**src/rtl/decode_pkg.sv**
```systemverilog
// Shared types, micro-command field encodings and reset-time table contents
// for the instruction-pattern to micro-command decoder.
package decode_pkg;

   localparam int unsigned PATTERN_LEN = 8;
   localparam int unsigned MICRO_LEN   = 10;
   localparam int unsigned DEFAULT_NR  = 6;

   localparam logic REGEN_OFF = 1'b0;
   localparam logic REGEN_ON  = 1'b1;
   localparam logic PCJEN_OFF = 1'b0;
   localparam logic PCJEN_ON  = 1'b1;
   localparam logic PCREN_OFF = 1'b0;
   localparam logic PCREN_ON  = 1'b1;

   localparam logic [1:0] MWEN_NONE = 2'b00;
   localparam logic [1:0] MWEN_WORD = 2'b11;
   localparam logic [1:0] MREN_NONE = 2'b00;
   localparam logic [1:0] MREN_WORD = 2'b11;

   localparam logic [2:0] IMM_TYPE_NONE = 3'b000;
   localparam logic [2:0] IMM_TYPE_I    = 3'b001;
   localparam logic [2:0] IMM_TYPE_S    = 3'b010;
   localparam logic [2:0] IMM_TYPE_U    = 3'b110;
   localparam logic [2:0] IMM_TYPE_J    = 3'b111;

   typedef struct packed {
      logic       regen;
      logic       pcjen;
      logic       pcren;
      logic [1:0] mwen;
      logic [1:0] mren;
      logic [2:0] imm_type;
   } micro_t;

   typedef struct packed {
      logic                   en;
      logic [PATTERN_LEN-1:0] pattern;
      logic [PATTERN_LEN-1:0] mask;
      micro_t                 micro;
   } entry_t;

   // Key layout is {funct3, opcode[6:2]}; a zero funct3 mask means "any funct3".
   localparam entry_t DEFAULT_ENTRIES [DEFAULT_NR] = '{
      '{1'b1, 8'b000_00101, 8'b000_11111,                             // AUIPC
        '{REGEN_ON,  PCJEN_OFF, PCREN_ON,  MWEN_NONE, MREN_NONE, IMM_TYPE_U}},
      '{1'b1, 8'b000_11011, 8'b000_11111,                             // JAL
        '{REGEN_ON,  PCJEN_ON,  PCREN_ON,  MWEN_NONE, MREN_NONE, IMM_TYPE_J}},
      '{1'b1, 8'b000_11001, 8'b000_11111,                             // JALR
        '{REGEN_ON,  PCJEN_ON,  PCREN_OFF, MWEN_NONE, MREN_NONE, IMM_TYPE_I}},
      '{1'b1, 8'b010_01000, 8'b111_11111,                             // SW
        '{REGEN_OFF, PCJEN_OFF, PCREN_OFF, MWEN_WORD, MREN_NONE, IMM_TYPE_S}},
      '{1'b1, 8'b000_00100, 8'b000_11111,                             // ADDI
        '{REGEN_ON,  PCJEN_OFF, PCREN_OFF, MWEN_NONE, MREN_NONE, IMM_TYPE_I}},
      '{1'b1, 8'b000_11100, 8'b000_11111,                             // EBREAK
        '{REGEN_OFF, PCJEN_OFF, PCREN_OFF, MWEN_NONE, MREN_NONE, IMM_TYPE_NONE}}
   };

   // Reset contents for any table slot; slots beyond the defaults come up empty.
   function automatic entry_t default_entry(input int unsigned idx);
      entry_t e;
      e = '0;
      if (idx < DEFAULT_NR) begin
         e = DEFAULT_ENTRIES[idx];
      end
      return e;
   endfunction

endpackage

```
**src/rtl/decode_match_prio.sv**
```systemverilog
// Combinational table search: per-entry masked compare, lowest-index
// priority encode and a two-or-more-hits detector.
module decode_match_prio
   import decode_pkg::*;
#(
   parameter int unsigned ENTRY_NR    = 16,
   parameter int unsigned PATTERN_LEN = decode_pkg::PATTERN_LEN,
   parameter int unsigned IDX_W       = $clog2(ENTRY_NR)
) (
   input  logic [PATTERN_LEN-1:0] inst,
   input  logic [ENTRY_NR-1:0]    en,
   input  logic [PATTERN_LEN-1:0] pattern [ENTRY_NR],
   input  logic [PATTERN_LEN-1:0] mask    [ENTRY_NR],
   output logic                   hit,
   output logic                   multi,
   output logic [IDX_W-1:0]       idx
);

   logic [ENTRY_NR-1:0] match;

   // Masked compare of the key against every enabled entry
   always_comb begin
      match = '0;
      for (int i = 0; i < ENTRY_NR; i++) begin
         match[i] = en[i] && (((inst ^ pattern[i]) & mask[i]) == '0);
      end
   end

   // First hit claims idx; any later hit flags a multi-match
   always_comb begin
      hit   = 1'b0;
      multi = 1'b0;
      idx   = '0;
      for (int i = 0; i < ENTRY_NR; i++) begin
         if (match[i]) begin
            if (hit) begin
               multi = 1'b1;
            end else begin
               idx = IDX_W'(i);
            end
            hit = 1'b1;
         end
      end
   end

endmodule

```
**src/rtl/micro_decode_table.sv**
```systemverilog
// Runtime-programmable decode table behind a single registered valid/ready
// stage, with a config write port and a saturating miss counter.
module micro_decode_table
   import decode_pkg::*;
#(
   parameter int unsigned PATTERN_LEN = decode_pkg::PATTERN_LEN,
   parameter int unsigned MICRO_LEN   = decode_pkg::MICRO_LEN,
   parameter int unsigned ENTRY_NR    = 16,  // at least DEFAULT_NR
   parameter int unsigned IDX_W       = $clog2(ENTRY_NR),
   parameter int unsigned CNT_W       = 16
) (
   input  logic                   clk,
   input  logic                   rst_n,
   input  logic                   in_valid,
   output logic                   in_ready,
   input  logic [PATTERN_LEN-1:0] in_inst,
   output logic                   out_valid,
   input  logic                   out_ready,
   output logic [MICRO_LEN-1:0]   out_micro,
   output logic                   out_hit,
   output logic                   out_multi,
   output logic [IDX_W-1:0]       out_idx,
   input  logic                   cfg_we,
   input  logic [IDX_W-1:0]       cfg_idx,
   input  logic                   cfg_en,
   input  logic [PATTERN_LEN-1:0] cfg_pattern,
   input  logic [PATTERN_LEN-1:0] cfg_mask,
   input  logic [MICRO_LEN-1:0]   cfg_micro,
   input  logic                   miss_clr,
   output logic [CNT_W-1:0]       miss_cnt
);

   logic [ENTRY_NR-1:0]    tbl_en;
   logic [PATTERN_LEN-1:0] tbl_pattern [ENTRY_NR];
   logic [PATTERN_LEN-1:0] tbl_mask    [ENTRY_NR];
   logic [MICRO_LEN-1:0]   tbl_micro   [ENTRY_NR];

   // Table storage. Out-of-range cfg_idx never equals any slot index, so such
   // writes fall through untouched.
   for (genvar g = 0; g < ENTRY_NR; g++) begin : gen_entry
      localparam entry_t RstEntry = default_entry(g);

      logic                   en_q;
      logic [PATTERN_LEN-1:0] pattern_q;
      logic [PATTERN_LEN-1:0] mask_q;
      logic [MICRO_LEN-1:0]   micro_q;

      // Entry register: package default on reset, overwritten by a config write
      always_ff @(posedge clk or negedge rst_n) begin
         if (!rst_n) begin
            en_q      <= RstEntry.en;
            pattern_q <= PATTERN_LEN'(RstEntry.pattern);
            mask_q    <= PATTERN_LEN'(RstEntry.mask);
            micro_q   <= MICRO_LEN'(RstEntry.micro);
         end else if (cfg_we && (cfg_idx == IDX_W'(g))) begin
            en_q      <= cfg_en;
            pattern_q <= cfg_pattern;
            mask_q    <= cfg_mask;
            micro_q   <= cfg_micro;
         end
      end

      assign tbl_en[g]      = en_q;
      assign tbl_pattern[g] = pattern_q;
      assign tbl_mask[g]    = mask_q;
      assign tbl_micro[g]   = micro_q;
   end

   logic             match_hit;
   logic             match_multi;
   logic [IDX_W-1:0] match_idx;

   decode_match_prio #(
      .ENTRY_NR    (ENTRY_NR),
      .PATTERN_LEN (PATTERN_LEN),
      .IDX_W       (IDX_W)
   ) u_match (
      .inst    (in_inst),
      .en      (tbl_en),
      .pattern (tbl_pattern),
      .mask    (tbl_mask),
      .hit     (match_hit),
      .multi   (match_multi),
      .idx     (match_idx)
   );

   logic                 valid_q;
   logic [MICRO_LEN-1:0] micro_q;
   logic                 hit_q;
   logic                 multi_q;
   logic [IDX_W-1:0]     idx_q;
   logic [CNT_W-1:0]     miss_cnt_q;
   logic [CNT_W-1:0]     miss_cnt_d;
   logic                 accept;

   assign in_ready = !valid_q || out_ready;
   assign accept   = in_valid && in_ready;

   // Result stage: capture on accept, drain when consumed, otherwise hold.
   // Lookup reads the pre-write table, so a same-cycle config write is not seen.
   always_ff @(posedge clk or negedge rst_n) begin
      if (!rst_n) begin
         valid_q <= 1'b0;
         micro_q <= '0;
         hit_q   <= 1'b0;
         multi_q <= 1'b0;
         idx_q   <= '0;
      end else if (accept) begin
         valid_q <= 1'b1;
         micro_q <= match_hit ? tbl_micro[match_idx] : '0;
         hit_q   <= match_hit;
         multi_q <= match_multi;
         idx_q   <= match_idx;
      end else if (out_ready) begin
         valid_q <= 1'b0;
      end
   end

   // Miss counter next state: clear wins, increment saturates at all-ones
   always_comb begin
      miss_cnt_d = miss_cnt_q;
      if (miss_clr) begin
         miss_cnt_d = '0;
      end else if (accept && !match_hit && (miss_cnt_q != '1)) begin
         miss_cnt_d = miss_cnt_q + 1'b1;
      end
   end

   // Miss counter register
   always_ff @(posedge clk or negedge rst_n) begin
      if (!rst_n) begin
         miss_cnt_q <= '0;
      end else begin
         miss_cnt_q <= miss_cnt_d;
      end
   end

   assign out_valid = valid_q;
   assign out_micro = micro_q;
   assign out_hit   = hit_q;
   assign out_multi = multi_q;
   assign out_idx   = idx_q;
   assign miss_cnt  = miss_cnt_q;

endmodule
```
**config.mk**
```make
export PLATFORM = sky130hd
export DESIGN_NAME = micro_decode_table
export DESIGN_NICKNAME = d
export VERILOG_FILES = /design/src/rtl/decode_pkg.sv /design/src/rtl/decode_match_prio.sv /design/src/rtl/micro_decode_table.sv
export SDC_FILE = /design/constraint.sdc
export NUM_CORES = 1
export LEC_CHECK = 0
export CAP_MARGIN = 10
export CORE_MARGIN = 2
export CORE_UTILIZATION = 40
export CTS_BUF_LIST = sky130_fd_sc_hd__clkbuf_8
export DETAILED_ROUTE_END_ITERATION = 6
export HOLD_SLACK_MARGIN = 0.12
export SLEW_MARGIN = 40
export SYNTH_ARGS = -nofsm -noshare
export SYNTH_HDL_FRONTEND = slang
export SYNTH_SLANG_ARGS = --single-unit
```
**constraint.sdc**
```tcl
create_clock -name clk -period 4.9 [get_ports clk]
set_input_delay 0.49 -clock clk [delete_from_list [all_inputs] [get_ports clk]]
set_output_delay 0.49 -clock clk [all_outputs]
set_load 0.03 [all_outputs]
```
## Yosys cells after proc, flatten, opt, wreduce, memory -nomap -nowiden

Cells that the tools add are included.

- Output and inout bits: 34
- Register bits after elaboration: 465
- Word-level logic and storage cells: 262
- Input bits: 45

- Bitwise gates (word level): 33
- Equal/unequal tests: 16
- Order comparisons: 1
- Add/subtract/negate cells: 1
- Reduce and logical (&&, ||, !) cells: 57
- Muxes and demuxes: 84

Operator list:

| kind | count |
|---|---|
| bitwise AND 8 bit | 16 |
| logical NOT 8 bit | 16 |
| XOR 8 bit | 16 |
| 2-to-1 mux 4 bit | 29 |
| 2-to-1 mux 1 bit | 49 |
| binary-select mux 10 bit (select 4 bit) | 1 |
| logical AND 1 bit | 35 |
| equality test 4 bit, second input constant | 8 |
| 2-to-1 mux 16 bit | 2 |
| 2-to-1 mux 10 bit | 3 |
| adder 16 x 1 -> 16 bit, second input constant | 1 |
| equality test 4 x 3 -> 1 bit, second input constant | 4 |
| inequality test 16 bit, second input constant | 1 |
| equality test 4 x 2 -> 1 bit, second input constant | 2 |
| greater-or-equal comparator 5 bit, second input constant | 1 |
| NOT 4 -> 5 bit | 1 |
| equality test 4 x 1 -> 1 bit, second input constant | 1 |
| logical NOT 4 bit | 1 |
| nonzero test 2 bit | 2 |
| logical NOT 1 bit | 2 |
| logical OR 1 bit | 1 |

## Logic depth before layout (Yosys ltp)

Gate-level depths: netlist (run 1).

- Word-level depth: 40
- Gate-level depth with buffers: 16
- Gate-level depth less buffers: 11

## By module

Synthesis (run 1) repeated with hierarchy kept, for this count alone.

- Cell total of the unflattened synthesis: 1472
- Area total of the unflattened synthesis: 21373.0 um^2

Modules (own cells, without submodules):

| module | times used | cells each | area each (um^2) |
|---|---|---|---|
| micro_decode_table | 1 | 1182 | 19028.2 |
| decode_match_prio | 1 | 290 | 2344.7 |

## Worst setup path before layout (run 1)

Ideal clock, no wire load.

- Kind: input-to-reg
- Start point: input port in_inst[7]
- End point: register micro_q[8], in the netlist out_micro[8]
- Library setup time: 0.139 ns
- Stages on the path: 12
- Arrival time: 3.377 ns
- Slack: 1.384 ns
- Buffers on the path: 2
- Cell sequence: buf_2 buf_6 xor2_1 a221oi_1 and4_1 nor4_2 nand4_1 or2_1 nand2_2 mux4_2 nor3b_1 or4_1

- Word-level cells in the longest chain between the ends: 40
- Elaborated cells on any way between the ends: 115
- Classes of those cells: mux: 50; bitwise: 33; reduce/logical: 32

Ends and longest elaborated chain:

| element | line | text |
|---|---|---|
| from (decl) | micro_decode_table.sv:16 | `input logic [PATTERN_LEN-1:0] in_inst,` |
| XOR 8 bit | decode_match_prio.sv:25 | `match[i] = en[i] && (((inst ^ pattern[i]) & mask[i]) == '0);` |
| bitwise AND 8 bit | decode_match_prio.sv:25 |  |
| logical NOT 8 bit | decode_match_prio.sv:25 |  |
| logical AND 1 bit | decode_match_prio.sv:25 |  |
| 2-to-1 mux 1 bit | decode_match_prio.sv:35 | `if (match[i]) begin` |
| 2-to-1 mux 1 bit | decode_match_prio.sv:36 | `if (hit) begin` |
| 2-to-1 mux 4 bit | decode_match_prio.sv:35 |  |
| 2-to-1 mux 4 bit | decode_match_prio.sv:36 |  |
| [... 23 more ...] | n/a |  |
| 2-to-1 mux 4 bit | decode_match_prio.sv:36 |  |
| 2-to-1 mux 4 bit | decode_match_prio.sv:35 |  |
| 2-to-1 mux 4 bit | decode_match_prio.sv:36 |  |
| 2-to-1 mux 4 bit | decode_match_prio.sv:35 |  |
| NOT 4 -> 5 bit (implied by the code) | micro_decode_table.sv:110 | `micro_q <= match_hit ? tbl_micro[match_idx] : '0;` |
| binary-select mux 10 bit (select 4 bit) | micro_decode_table.sv:110 |  |
| 2-to-1 mux 10 bit (implied by the code) (2 in series) | micro_decode_table.sv:110 |  |
| 2-to-1 mux 10 bit * | micro_decode_table.sv:110 |  |
| to (signal assigned) | micro_decode_table.sv:110 |  |
| to (decl) | micro_decode_table.sv:88 | `logic [MICRO_LEN-1:0] micro_q;` |

Every way passes the cells marked *; elsewhere a longest branch is shown, timed or not. The select of a mux whose other input is x is not followed.
A chain may end at the register's enable or synchronous reset.

## Worst setup path in the final report (run 1)

- Start point: input port in_inst[6]
- End point: register micro_q[8], in the netlist out_micro[8]

Same word-level chain as after synthesis.

==> impl_metrics.sql, run 1 <==
INSERT INTO impl_metrics (metric_group, metric, value, unit) VALUES
('drt', 'dr.pass1.iters', '7', ''),
('worst_setup_path', 'setup.worst_path.class', 'in -> reg', ''),
('global_route', 'grtUsageTotal', '20.7', '%'),
('min_path', 'min_path_type', 'in -> async', ''),
('worst_setup_path', 'worst-endpoint-required', '5.41', 'ns'),
('clock_network', 'number_of_cts_inserted_buffers', '78', ''),
('drt', 'ant_nets', '0', ''),
('floorplan', 'std_cell_rows', '84', ''),
('place', 'place.gp.congestion', '0.905', ''),
('place', 'post-place-ws', '0.370', 'ns'),
('sta', 'finalHoldViolations', '0', ''),
('run_status', 'violations', 'DRC', ''),
('worst_setup_path', 'critical_path_data_arrival_time', '4.35', 'ns'),
('global_route', 'globalRouteOverflowTotal', '0', ''),
('yosys', 'most_used_standard_cells_in_the_synthesized_netlist', 'sky130_fd_sc_hd__mux2_2, sky130_fd_sc_hd__dfrtp_1, sky130_fd_sc_hd__xor2_1, sky130_fd_sc_hd__nand2_1, sky130_fd_sc_hd__clkbuf_1', ''),
('yosys', 'synth_area_leaders', 'sky130_fd_sc_hd__dfrtp_1, sky130_fd_sc_hd__mux2_2, sky130_fd_sc_hd__dfstp_2', ''),
('yosys', 'netlist_area_before_placement', '21400', 'um2'),
('yosys', 'synth.distinct_cells', '60', ''),
('global_route', 'grt_max_degree', '132', ''),
('clock_network', 'clkSinkCount', '465', ''),
('clock_network', 'insertion_delay', '0.66', 'ns'),
('clock_network', 'root_buffer', 'sky130_fd_sc_hd__clkbuf_8', ''),
('yosys', 'ys_dominant_reg_cell', 'sky130_fd_sc_hd__dfrtp_1', ''),
('sta', 'finClkSkew', '0.0246', 'ns'),
('global_route', 'grt_pass1_vias', '14479', ''),
('yosys', 'syn_area_per_cell', '13.0', 'um2'),
('yosys', 'synth_top_cell_by_area', 'sky130_fd_sc_hd__dfrtp_1', ''),
('finish', 'final_nets', '1789', ''),
('clock_network', 'clock_tree_from_tritoncts', 'yes', ''),
('power_and_ir_drop', 'irDropWorstVdd', '459', 'uV'),
('floorplan', 'number_of_ports_placed_on_the_die_boundary', '79', ''),
('yosys', 'synthesis.instances', '1645', ''),
('run_status', 'run_status', 'complete, but fails checks', ''),
('worst_setup_path', 'critPathCaptureType', 'flop', ''),
('worst_setup_path', 'worst_r2r_startpoint', 'gen_entry[13].pattern_q[4]$_DFFE_PN0P_', ''),
('sta', 'relSlewSlack', '41.8', '%'),
('finish', 'syn2layout_area_growth', '15.5', '%'),
('finish', 'stdcell_area', '24800', 'um2'),
('yosys', 'yosysWarningCount', '0', ''),
('global_route', 'grt_antenna_before_repair', '1', ''),
('sta', 'fmax', '260', 'MHz'),
('finish', 'drive_above_1_share', '39.5', '%'),
('power_and_ir_drop', 'p_leak', '10.7', 'nW'),
('yosys', 'ys_seq_elements', '465', ''),
('place', 'port_buffer_count', '78', ''),
('floorplan', 'die-width', '236', 'um'),
('drt', 'vias', '13749', ''),
('power_and_ir_drop', 'cellPowerDensity', '519', 'nW/um2'),
('worst_setup_path', 'crit_path_max_fanout', '30', ''),
('sta', 'post-route-period-util', '78.4', '%'),
('run', 'cap_violations', '0', ''),
('drt', 'detailedRoute.firstIterationViolations', '908', ''),
('yosys', 'synth_edf_count', '0', ''),
('clock_network', 'path_clk_slew', '0.05', 'ns'),
('yosys', 'yosysSeqAreaShare', '54.7', '%'),
('finish', 'utilization', '47.0', '%'),
('sta', 'slew_violations', '0', ''),
('sta', 'final-setup-viol-count', '0', ''),
('drt', 'drc_errors', '1', ''),
('yosys', 'synthesis.nets', '1691', ''),
('sta', 'timing.final.ws_setup', '1.06', 'ns'),
('worst_setup_path', 'crit_path_start_kind', 'primary input', ''),
('drt', 'postRouteWirelength', '56500', 'um'),
('yosys', 'asyncSetResetFlopFracSynth', '100', '%'),
('clock_network', 'postCtsSetupBuffers', '0', ''),
('sta', 'grt_setup_unrepaired', 'false', ''),
('clock_network', 'post_cts_resize_count', '0', ''),
('floorplan', 'die_area', '55500', 'um2'),
('floorplan', 'floorplan.initialDensity', '40.7', '%'),
('worst_setup_path', 'worstSetupStartpoint', 'in_inst[6]', ''),
('yosys', 'post-synth-top-count-cell', 'sky130_fd_sc_hd__mux2_2', '');
stage by stage:
stage / instances / power, mW / hold WS [ns]
2_1_floorplan: 1645 / 8.09 / 0.194
3_5_place_dp: 2350 / 9.56 / 0.475
6_report: 2497 / 12.8 / 0.401
5_1_grt: 2497 / 13.6 / 0.368
4_1_cts: 2496 / 13.0 / 0.376
3_3_place_gp: 2342 / 9.46 / 0.466
final cells by class:
class / count / area, um2
Antenna cell: 1 / 2.50
Clock buffer: 95 / 1310
Clock inverter: 50 / 228
Fill cell: 4766 / 28000
Inverter: 11 / 41.3
Multi-Input combinational cell: 1051 / 9190
Sequential cell: 465 / 11700
Tap cell: 688 / 861
Timing Repair Buffer: 136 / 1420
state kept, by name, summed over array words and instances, names as in the netlist:
| register | count |
|---|---|
| gen_entry.mask_q | 128 |
| out_idx | 4 |
| gen_entry.micro_q | 160 |
| out_valid | 1 |
| miss_cnt | 16 |
| gen_entry.en_q | 16 |
| out_hit | 1 |
| gen_entry.pattern_q | 128 |
| out_micro | 10 |
| out_multi | 1 |
critical path, stage by stage:
cell and delay (ns):
sky130_fd_sc_hd__clkdlybuf4s50_1 0.44, sky130_fd_sc_hd__buf_12 0.18, sky130_fd_sc_hd__xor2_1 0.17, sky130_fd_sc_hd__a22oi_1 0.21
sky130_fd_sc_hd__nand4_1 0.18, sky130_fd_sc_hd__nor2_1 0.52, sky130_fd_sc_hd__nor2_1 0.20, sky130_fd_sc_hd__nand4_1 0.18
sky130_fd_sc_hd__or2_1 0.15, sky130_fd_sc_hd__buf_4 0.35, sky130_fd_sc_hd__o21ai_1 0.20, sky130_fd_sc_hd__and3_1 0.43
sky130_fd_sc_hd__o221a_2 0.22, sky130_fd_sc_hd__or4_1 0.38
per-layer routing:
metal	routed length [um]	track usage (%)	vias to the layer above	share of wire, %
met1	24200	26.2	7183	43
li1	-	-	6129	-
met2	27900	35.3	328	49
met4	1830	7.35	0	3.2
met3	2540	3.90	109	4.5
met5	0	0	-	0
kinds of logic after synthesis:
group           Yosys count  synth area share [%]
mux                     455                  24.4
xor+xnor                140                  5.72
buf+inv                 129                  2.78
compound gates          189                  6.36
simple gates            266                  6.05
fa+ha+maj                 1                0.0583
flops                   465                  54.7
power by group:
group	switching (mW)	internal [mW]	total (mW)
Sequential	0.502	4.83	5.33
Clock	1.60	1.76	3.37
Combinational	2.25	1.90	4.15
Total	4.35	8.50	12.8
worst paths after layout:
check | to | slack (ns) | depth (start not counted)
hold reg to reg | out_idx[2]$_DFFE_PN0P_ | 0.48 | 2
setup reg to reg | out_micro[8]$_DFFE_PN0P_ | 1.19 | 12
min in group clk | gen_entry[1].mask_q[0]$_DFFE_PN1P_ | 0.42 | 2
max in group asynchronous | gen_entry[5].pattern_q[0]$_DFFE_PN0P_ | 3.32 | 3
setup / recovery | out_micro[8]$_DFFE_PN0P_ | 1.06 | 14
hold / removal | out_idx[3]$_DFFE_PN0P_ | 0.40 | 2
cell usage in the layout, fill, tap and decap left out, types with 10 or more instances in the layout:
cell                              count
sky130_fd_sc_hd__a22oi_1             30
sky130_fd_sc_hd__buf_12              10
sky130_fd_sc_hd__buf_4               39
sky130_fd_sc_hd__clkbuf_8            95
sky130_fd_sc_hd__clkdlybuf4s50_1     70
sky130_fd_sc_hd__dfrtp_1            393
sky130_fd_sc_hd__dfstp_2             72
sky130_fd_sc_hd__inv_1               49
sky130_fd_sc_hd__mux2_2             435
sky130_fd_sc_hd__mux2i_1             10
sky130_fd_sc_hd__mux4_2              10
sky130_fd_sc_hd__nand2_1             83
sky130_fd_sc_hd__nand3_1             55
sky130_fd_sc_hd__nand4_1             16
sky130_fd_sc_hd__nor2_1              46
sky130_fd_sc_hd__o211ai_1            36
sky130_fd_sc_hd__o21ai_0             46
sky130_fd_sc_hd__xor2_1             136
Power figures use the tool's default switching activity.
==> run 2: changes to the inputs <==
clock period = 3.6 ns   (was 4.9 ns; I/O delays follow)
==> impl_metrics.sql, run 2 (synthesized netlist as in run 1, its figures left out) <==
INSERT INTO impl_metrics (metric_group, metric, value, unit) VALUES
('worst_setup_path', 'cp_num_buf_inv', '4', ''),
('power_and_ir_drop', 'power.share.clock', '25.2', '%'),
('global_route', 'globalRouteOverflowTotal', '0', ''),
('drt', 'detail_route.wl_per_cell', '21.9', 'um'),
('global_route', 'first_pass_grt_wire_length', '88600', 'um'),
('run_status', 'run_status', 'finished clean', ''),
('clock_network', 'cts_max_path_buffers', '3', ''),
('worst_setup_path', 'crit_path_start_kind', 'primary input', ''),
('sta', 'timing.final.ws_setup', '0.122', 'ns'),
('worst_setup_path', 'crit-reg2reg-capture', 'out_micro[8]$_DFFE_PN0P_', ''),
('place', 'place.detailed.instances', '2418', ''),
('floorplan', 'die-width', '236', 'um'),
('worst_setup_path', 'critical-path-max-stage-delay', '0.69', 'ns'),
('global_route', 'grt_use_met3', '3.61', '%'),
('power_and_ir_drop', 'cellPowerDensity', '705', 'nW/um2'),
('finish', 'layout_common_cells', 'sky130_fd_sc_hd__mux2_2, sky130_fd_sc_hd__dfrtp_1, sky130_fd_sc_hd__xor2_1, sky130_fd_sc_hd__buf_4, sky130_fd_sc_hd__clkbuf_8', ''),
('global_route', 'grt_antenna_before_repair', '2', ''),
('place', 'place.gp.congestion', '0.893', ''),
('min_path', 'min_path_type', 'in -> async', ''),
('drt', 'detailedRoute.firstIterationViolations', '931', ''),
('drt', 'route.detailed.vias_per_inst', '5.43', ''),
('place', 'post-place-ws', '-0.495', 'ns'),
('worst_setup_path', 'highest_delay_cell_along_the_critical_path', 'sky130_fd_sc_hd__clkdlybuf4s50_1', ''),
('global_route', 'grtUsageTotal', '20.7', '%'),
('drt', 'drc_errors', '0', ''),
('place', 'dpl-instance-area', '23700', 'um2'),
('power_and_ir_drop', 'irDropWorstVdd', '362', 'uV'),
('floorplan', 'number_of_ports_placed_on_the_die_boundary', '79', ''),
('finish', 'final_nets', '1859', ''),
('floorplan', 'core_region_area', '52800', 'um2'),
('floorplan', 'die_area', '55500', 'um2'),
('clock_network', 'clock_tree_from_tritoncts', 'yes', ''),
('worst_setup_path', 'worst-r2r-cell-count', '12', ''),
('clock_network', 'clkSinkCount', '465', ''),
('finish', 'stdcell_count', '2567', ''),
('clock_network', 'root_buffer', 'sky130_fd_sc_hd__clkbuf_8', ''),
('worst_setup_path', 'critPathCaptureType', 'flop', ''),
('global_route', 'layer_with_the_highest_usage_after_global_routing', 'met2', ''),
('clock_network', 'h_tree_depth', '3', ''),
('clock_network', 'post_cts_resize_count', '0', ''),
('finish', 'largest_reg_flops', '160', ''),
('worst_setup_path', 'worst_r2r_startpoint', 'gen_entry[2].pattern_q[3]$_DFFE_PN1P_', ''),
('floorplan', 'std_cell_rows', '84', ''),
('finish', 'drive_above_1_share', '41.4', '%'),
('sta', 'final_period_minus_worst_setup_slack', '3.48', 'ns'),
('sta', 'post-route-period-util', '96.6', '%'),
('sta', 'fmax', '288', 'MHz'),
('sta', 'worst_tran_pin_value', '0.796', 'ns'),
('sta', 'finClkSkew', '0.0296', 'ns'),
('floorplan', 'fp.dieH', '236', 'um'),
('global_route', 'globalRouteMet1Util', '26.9', '%'),
('drt', 'postRouteWirelength', '56200', 'um'),
('finish', 'reg_top3', 'gen_entry.micro_q: 160 flops, gen_entry.mask_q: 128 flops, gen_entry.pattern_q: 128 flops', ''),
('finish', 'syn2layout_area_growth', '17.9', '%'),
('run', 'cap_violations', '0', ''),
('finish', 'stdcell_area', '25300', 'um2'),
('drt', 'ant_nets', '0', ''),
('global_route', 'grt_max_degree', '102', ''),
('sta', 'slew_violations', '0', ''),
('power_and_ir_drop', 'internal_power', '11.9', 'mW'),
('floorplan', 'floorplan.initialDensity', '40.7', '%'),
('worst_setup_path', 'critical_path_data_arrival_time', '3.99', 'ns'),
('worst_setup_path', 'cp_common_cell', 'sky130_fd_sc_hd__buf_4', ''),
('sta', 'grt_setup_unrepaired', 'false', ''),
('clock_network', 'number_of_cts_inserted_buffers', '79', ''),
('global_route', 'globalRouteMet2Util', '35.0', '%'),
('sta', 'finalHoldViolations', '0', ''),
('power_and_ir_drop', 'power_switching', '5.91', 'mW'),
('power_and_ir_drop', 'p_leak', '11.1', 'nW'),
('sta', 'final-setup-viol-count', '0', ''),
('clock_network', 'postCtsSetupBuffers', '0', ''),
('worst_setup_path', 'timing.reg2reg.setup_slack', '0.13', 'ns'),
('sta', 'hold_slack', '0.206', 'ns'),
('power_and_ir_drop', 'switching_share', '33.1', '%'),
('power_and_ir_drop', 'share_seq_of_total_power', '40.7', '%'),
('worst_setup_path', 'worstPathCellList', 'clkdlybuf4s50_1, buf_4, xor2_1, a222oi_1, buf_4, and4_1, nor4_2, nand4_1, or2_1, nand2_2, buf_4, mux2_2, o221a_2, or4_1', ''),
('power_and_ir_drop', 'total_power', '17.8', 'mW'),
('clock_network', 'insertion_delay', '0.66', 'ns'),
('place', 'dp_hpwl', '35800', 'um'),
('worst_setup_path', 'worst-endpoint-required', '4.11', 'ns'),
('power_and_ir_drop', 'comb_power_share', '34.2', '%'),
('drt', 'dr.pass1.iters', '5', ''),
('place', 'port_buffer_count', '78', ''),
('finish', 'regMostFlops', 'gen_entry.micro_q', ''),
('worst_setup_path', 'critical-path-top-delay-family', 'simple AND/OR/NAND/NOR gates', ''),
('sta', 'relSlewSlack', '46.7', '%'),
('worst_setup_path', 'crit_path_max_fanout', '8', ''),
('worst_setup_path', 'setup.worst_path.class', 'in -> reg', ''),
('clock_network', 'cts_hold_repair.buffers', '1', ''),
('drt', 'vias', '13948', ''),
('global_route', 'grt_pass1_vias', '14753', ''),
('finish', 'final_common_cell', 'sky130_fd_sc_hd__mux2_2', ''),
('clock_network', 'path_clk_slew', '0.06', 'ns');
## run 2: how the worst max path moves through the flow
stage	endpoint	cells past startpoint	slack (ns)	from
2_1_floorplan	out_micro[8]$_DFFE_PN0P_	12	0.21	in_inst[7]
3_3_place_gp	out_micro[8]$_DFFE_PN0P_	14	-0.44	in_inst[0]
3_5_place_dp	out_micro[8]$_DFFE_PN0P_	14	-0.50	in_inst[0]
4_1_cts	out_micro[8]$_DFFE_PN0P_	12	0.15	gen_entry[3].pattern_q[3]$_DFFE_PN1P_
5_1_grt	out_micro[8]$_DFFE_PN0P_	12	0.01	gen_entry[2].pattern_q[4]$_DFFE_PN1P_
6_report	out_micro[8]$_DFFE_PN0P_	14	0.12	in_inst[0]
## run 2: power by group through the flow
stage          Clock [mW]  Combinational [mW]  Sequential (mW)
6_report             4.49                6.09             7.25
2_1_floorplan           0                3.74             7.27
3_3_place_gp            0                6.01             7.28
4_1_cts              4.63                6.10             7.25
3_5_place_dp            0                6.09             7.33
5_1_grt              4.90                6.59             7.40
## run 2: metal layers
| layer | vias up | part of all wire (%) |
|---|---|---|
| li1 | 6284 | - |
| met2 | 299 | 49 |
| met4 | 0 | 2.9 |
| met1 | 7254 | 44 |
| met3 | 111 | 3.6 |
| met5 | - | 0 |
## run 2: layout make-up
type / instances / area (um2)
diodes: 1 / 2.50
clock buffers: 94 / 1290
clock inverters: 52 / 211
fillers: 4669 / 27500
inverters: 11 / 41.3
multi-input cells: 1051 / 9180
flip-flops and latches: 465 / 11700
well taps: 688 / 861
repair buffers: 205 / 1970
## run 2: worst register-to-register path: cells and delay by family, from the launching register on
family / cells / cell delay, ns
xor+xnor: 1 / 0.16
buf+inv: 2 / 0.33
compound gates: 2 / 0.36
simple gates: 6 / 1.60
mux: 1 / 0.33
flops: 1 / 0.53
## run 2: metrics by stage
step	util (%)	TNS, ns
detailed placement	45.0	-5.94
finish	47.9	0
global placement	45.1	-3.93
floorplan	-	0
CTS	47.9	0
global route	47.9	0
